**src/rtl/store_monitor_pkg.sv**
```systemverilog
// ============================================================================
// store_monitor_pkg : shared types for the data-memory store monitor
// Rev 1.0
// ============================================================================
`default_nettype none

package store_monitor_pkg;

    parameter int CNT_W_DEFAULT = 8;

    typedef enum logic [1:0] {
        ST_RUN     = 2'd0,
        ST_PASS    = 2'd1,
        ST_FAIL    = 2'd2,
        ST_TIMEOUT = 2'd3
    } mon_state_t;

    typedef struct packed {
        logic [31:0]              adr;
        logic [31:0]              data;
        logic [CNT_W_DEFAULT-1:0] cycle;
    } store_entry_t;

endpackage

`default_nettype wire

```
**src/rtl/store_log_fifo.sv**
```systemverilog
// ============================================================================
// store_log_fifo : first-word-fall-through FIFO with sticky overflow flag
// Rev 1.0
// ============================================================================
`default_nettype none

module store_log_fifo
    import store_monitor_pkg::*;
#(
    parameter int  DEPTH   = 8,
    parameter type entry_t = store_entry_t
) (
    input  logic                     clk,
    input  logic                     reset,
    input  logic                     push,
    input  entry_t                   wr_entry,
    input  logic                     pop,
    output entry_t                   head,
    output logic                     full,
    output logic                     empty,
    output logic [$clog2(DEPTH):0]   count,
    output logic                     overflow
);

    localparam int AW = $clog2(DEPTH);

    entry_t          r_mem [DEPTH];
    logic [AW:0]     r_wr_ptr;
    logic [AW:0]     r_rd_ptr;
    logic            r_overflow;
    logic            w_do_push;
    logic            w_do_pop;

    // Extra pointer MSB distinguishes full from empty when the indices match.
    assign empty     = (r_wr_ptr == r_rd_ptr);
    assign full      = (r_wr_ptr[AW] != r_rd_ptr[AW]) &&
                       (r_wr_ptr[AW-1:0] == r_rd_ptr[AW-1:0]);
    assign count     = r_wr_ptr - r_rd_ptr;
    assign w_do_pop  = pop && !empty;
    assign w_do_push = push && (!full || w_do_pop);
    assign head      = r_mem[r_rd_ptr[AW-1:0]];
    assign overflow  = r_overflow;

    always_ff @(posedge clk or posedge reset) begin
        if (reset) begin
            r_wr_ptr   <= '0;
            r_rd_ptr   <= '0;
            r_overflow <= 1'b0;
        end else begin
            if (w_do_push) r_wr_ptr <= r_wr_ptr + 1'b1;
            if (w_do_pop)  r_rd_ptr <= r_rd_ptr + 1'b1;
            if (push && !w_do_push) r_overflow <= 1'b1;
        end
    end

    always_ff @(posedge clk) begin
        if (w_do_push) r_mem[r_wr_ptr[AW-1:0]] <= wr_entry;
    end

endmodule

`default_nettype wire

```
**src/rtl/store_monitor.sv**
```systemverilog
// ============================================================================
// store_monitor : classifies core stores, tracks a cycle budget, logs stores
// Rev 1.0
// ============================================================================
`default_nettype none

module store_monitor
    import store_monitor_pkg::*;
#(
    parameter logic [31:0] PASS_ADR    = 32'd100,
    parameter logic [31:0] PASS_DATA   = 32'd10,
    parameter logic [31:0] SCRATCH_ADR = 32'd96,
    parameter int          TIMEOUT     = 24,
    parameter int          CNT_W       = 8,
    parameter int          DEPTH       = 8
) (
    input  logic              clk,
    input  logic              reset,
    input  logic              MemWrite,
    input  logic [31:0]       DataAdr,
    input  logic [31:0]       WriteData,
    output logic              done,
    output logic              pass,
    output logic              fail,
    output logic              timeout,
    output logic [CNT_W-1:0]  cycle_count,
    output logic [CNT_W-1:0]  store_count,
    output logic              log_valid,
    input  logic              log_ready,
    output logic [31:0]       log_adr,
    output logic [31:0]       log_data,
    output logic [CNT_W-1:0]  log_cycle,
    output logic              overflow
);

    localparam logic [CNT_W-1:0] C_TIMEOUT = CNT_W'(TIMEOUT);

    typedef struct packed {
        logic [31:0]      adr;
        logic [31:0]      data;
        logic [CNT_W-1:0] cycle;
    } entry_t;

    mon_state_t           r_state;
    mon_state_t           w_next;
    logic [CNT_W-1:0]     r_cycle;
    logic [CNT_W-1:0]     r_stores;
    logic                 w_sample;
    entry_t               w_wr_entry;
    entry_t               w_head;
    logic                 w_full;
    logic                 w_empty;
    logic [$clog2(DEPTH):0] w_count;
    logic                 w_unused_fifo;

    assign w_sample = (r_state == ST_RUN) && MemWrite;

    // A sampled store always decides the edge; timeout only applies without one.
    always_comb begin
        w_next = r_state;
        if (r_state == ST_RUN) begin
            if (w_sample) begin
                if (DataAdr == PASS_ADR)
                    w_next = (WriteData == PASS_DATA) ? ST_PASS : ST_FAIL;
                else if (DataAdr != SCRATCH_ADR)
                    w_next = ST_FAIL;
            end else if (r_cycle == C_TIMEOUT) begin
                w_next = ST_TIMEOUT;
            end
        end
    end

    always_ff @(posedge clk or posedge reset) begin
        if (reset) begin
            r_state  <= ST_RUN;
            r_cycle  <= '0;
            r_stores <= '0;
        end else begin
            r_state <= w_next;
            if (r_state == ST_RUN) r_cycle <= r_cycle + 1'b1;
            if (w_sample && (r_stores != '1)) r_stores <= r_stores + 1'b1;
        end
    end

    assign w_wr_entry = '{adr: DataAdr, data: WriteData, cycle: r_cycle};

    store_log_fifo #(
        .DEPTH   (DEPTH),
        .entry_t (entry_t)
    ) u_log (
        .clk      (clk),
        .reset    (reset),
        .push     (w_sample),
        .wr_entry (w_wr_entry),
        .pop      (log_ready),
        .head     (w_head),
        .full     (w_full),
        .empty    (w_empty),
        .count    (w_count),
        .overflow (overflow)
    );

    assign w_unused_fifo = ^{w_full, w_count};

    assign done        = (r_state != ST_RUN);
    assign pass        = (r_state == ST_PASS);
    assign fail        = (r_state == ST_FAIL);
    assign timeout     = (r_state == ST_TIMEOUT);
    assign cycle_count = r_cycle;
    assign store_count = r_stores;
    assign log_valid   = !w_empty;
    assign log_adr     = w_head.adr;
    assign log_data    = w_head.data;
    assign log_cycle   = w_head.cycle;

endmodule

`default_nettype wire

```
**config.mk**
```make
export PLATFORM = sky130hd
export DESIGN_NAME = store_monitor
export DESIGN_NICKNAME = d
export VERILOG_FILES = /design/src/rtl/store_monitor_pkg.sv /design/src/rtl/store_log_fifo.sv /design/src/rtl/store_monitor.sv
export SDC_FILE = /design/constraint.sdc
export NUM_CORES = 1
export LEC_CHECK = 0
export BUFFER_PORTS_ARGS = -buffer_cell sky130_fd_sc_hd__buf_2
export CORE_UTILIZATION = 63
export CTS_BUF_LIST = sky130_fd_sc_hd__clkbuf_4
export DETAILED_ROUTE_END_ITERATION = 12
export PLACE_DENSITY = 0.89
export SYNTH_ARGS = -nofsm -noshare
export SYNTH_HDL_FRONTEND = slang
export SYNTH_HIERARCHICAL = 1
export SYNTH_SLANG_ARGS = --single-unit
```
**constraint.sdc**
```tcl
create_clock -name clk -period 24.4 [get_ports clk]
set_clock_uncertainty 0.1 [all_clocks]
set_input_delay 3.66 -clock clk [delete_from_list [all_inputs] [get_ports clk]]
set_output_delay 3.66 -clock clk [all_outputs]
set_load 0.01 [all_outputs]
```
==> results.sh <==
export IMPL_synth_cells=1139
export IMPL_share_seq_of_total_power=0.430
export IMPL_crit_start="u_log/r_rd_ptr[0]"
export IMPL_route_vias_total=12500
export IMPL_final_antenna_net_count=0
export IMPL_required_ns=20.64
export IMPL_ctsResizeCount=0
export IMPL_multi_input_area_sq_um=4910
export IMPL_critPathKind="register to output pin"
export IMPL_postCtsHoldBufs=0
export IMPL_globalRouteMet1Util=0.354
export IMPL_grt_usage=0.279
export IMPL_synth_fp_nets=1215
export IMPL_drt_pass1_iter_count=8
export IMPL_drc=0
export IMPL_clock_sinks=603
export IMPL_grt_max_degree=74
export IMPL_via_per_inst=6.23
export IMPL_rsz0062_at_grt="no"
export IMPL_area_growth_pct=14.2
export IMPL_finalMaxSlewViolations=0
export IMPL_htree_levels=4
export IMPL_relSlewSlack=0.275
export IMPL_hpwl_microns=27100
export IMPL_switching_share=0.307
export IMPL_syn_avg_cell_area_sq_um=20.3
export IMPL_drive_above_1_share=0.379
export IMPL_p_sw_mw=0.878
export IMPL_fill_cells=1914
export IMPL_max_freq_mhz=125
export IMPL_dieWidth_microns=194
export IMPL_clockBufferDepth=3
export IMPL_fin_tns_setup_ns=0
export IMPL_finalSetupViolations=0
export IMPL_first_global_vias=13100
export IMPL_syn_cell_area_sq_um=23200
export IMPL_place_congestion=0.739
export IMPL_p_leak_nw=9.32
export IMPL_avgRoutedWirePerCell_microns=26.4
export IMPL_startpoint_type="register"
export IMPL_fin_crit_ns=8.00
export IMPL_place_port_buffers=161
export IMPL_p_clk_frac=0.300
export IMPL_cap_violations=0
export IMPL_crit_arrival_ns=4.24
export IMPL_met2_usage=0.450
export IMPL_hold_class="register to register"
export IMPL_grt_pass1_wl_microns=76200
export IMPL_insertion_delay_ns=0.82
export IMPL_cts_root_buf="clkbuf_4"
export IMPL_crit_fanout=46
export IMPL_cts_setup_buffers=0
export IMPL_fin_total_pwr_mw=2.86
export IMPL_die_h_microns=194
export IMPL_boundaryPins=162
export IMPL_start_util=0.646
export IMPL_use_met3=0.0788
export IMPL_grt_antenna_before_repair=7
export IMPL_drt_iter0_drc=1363
export IMPL_clk_pin_slew_ns=0.07
export IMPL_rows=69
export IMPL_final_period_utilization=0.328
export IMPL_die_area_sq_um=37500
export IMPL_worst_pin_slew_ns=1.09
export IMPL_regArea_sq_um=18000
export IMPL_min_from="u_log/overflow"
export IMPL_power_share_combinational=0.270
export IMPL_drt_wl_total_microns=52700
export IMPL_cts_buffers=145
export IMPL_intPower_mw=1.98
export IMPL_outcome="completed"
export IMPL_cts_tree="done"
export IMPL_ys_warn_count=6
export IMPL_ir_drop_mv=0.0739
export IMPL_core_sq_um=35800
export IMPL_hold_violations=0
export IMPL_finalNetCount=1496
export IMPL_setup_worst_path_end_class="output pin"
export IMPL_reg2reg_from="u_log/r_rd_ptr[0]"
export IMPL_grt_busiest_layer="met2"
export IMPL_gr_total_overflow=0
export IMPL_cellPowerDensity_nw_per_um2=108
per-stage QoR:
step	setup slack, ns	instances	utilization	hold slack, ns	instance area [sq um]
floorplan	12.49	1139	-	0.393	23200
global placement	17.14	1734	0.683	0.339	24500
detailed placement	17.15	1734	0.683	0.347	24500
CTS	16.23	1994	0.738	0.370	26400
global route	15.94	1996	0.738	0.382	26400
finish	16.40	1998	0.738	0.362	26400
flip-flops by register name (all words and copies together) (netlist names):
signal,flops
u_log/overflow,1
u_log/r_rd_ptr,4
u_log/r_mem,576
cycle_count,8
u_log/r_wr_ptr,4
store_count,8
r_state,2
per-layer routing:
| layer | wire length [microns] | up-vias |
|---|---|---|
| met5 | 21 | - |
| met4 | 1350 | 4 |
| met3 | 4890 | 88 |
| met2 | 27000 | 810 |
| met1 | 19400 | 6341 |
| li1 | - | 5214 |
cells in the final DEF (no fill, tap or decap), types with 2 or more instances in the layout:
| cell | instances |
|---|---|
| and3_1 | 3 |
| buf_2 | 161 |
| buf_4 | 22 |
| bufinv_16 | 5 |
| clkbuf_4 | 220 |
| clkinv_1 | 24 |
| clkinv_2 | 6 |
| dfrtp_1 | 24 |
| dfrtp_4 | 3 |
| diode_2 | 4 |
| edfxtp_1 | 576 |
| ha_1 | 8 |
| inv_1 | 11 |
| inv_2 | 5 |
| mux2_2 | 2 |
| mux4_2 | 144 |
| nand2_1 | 226 |
| nand3_1 | 8 |
| nand4_1 | 8 |
| nor2_1 | 10 |
| nor2_4 | 2 |
| nor3_1 | 4 |
| nor3_2 | 4 |
| nor4_1 | 11 |
| nor4_2 | 2 |
| nor4b_1 | 3 |
| o21ai_0 | 3 |
| xnor2_1 | 15 |
| xor2_1 | 7 |
power by group through the flow:
| stage | Clock, mW | Combinational [mW] | Sequential [mW] |
|---|---|---|---|
| finish | 0.857 | 0.770 | 1.23 |
| global route | 0.924 | 0.828 | 1.24 |
| CTS | 0.861 | 0.771 | 1.23 |
| detailed placement | 0 | 0.762 | 1.25 |
| global placement | 0 | 0.743 | 1.25 |
| floorplan | 0 | 0.549 | 1.22 |
final cells by class:
class | count | area share
well taps | 461 | 0.0218
clock buffers | 220 | 0.0625
repair buffers | 183 | 0.0367
inverters | 12 | 0.00175
flip-flops and latches | 603 | 0.680
diodes | 4 | 0.000379
clock inverters | 40 | 0.0110
multi-input cells | 475 | 0.186
worst max-delay path, stage by stage (launching register included):
cell,delay [ns]
dfrtp_4,0.84
buf_4,0.77
buf_4,0.72
mux4_2,0.59
nand2_1,0.09
nand2_1,0.14
buf_2,0.18
final timing paths:
path | end | slack [ns] | depth (start not counted)
min reg2reg | u_log/overflow | 0.36 | 1
max in group asynchronous | store_count[4] | 20.89 | 2
min | u_log/overflow | 0.36 | 1
max reg2reg | u_log/r_mem[7][58] | 19.65 | 6
min in group asynchronous | u_log/r_wr_ptr[0] | 2.72 | 2
max | log_adr[29] | 16.40 | 6
(Power assumes the default switching activity.)
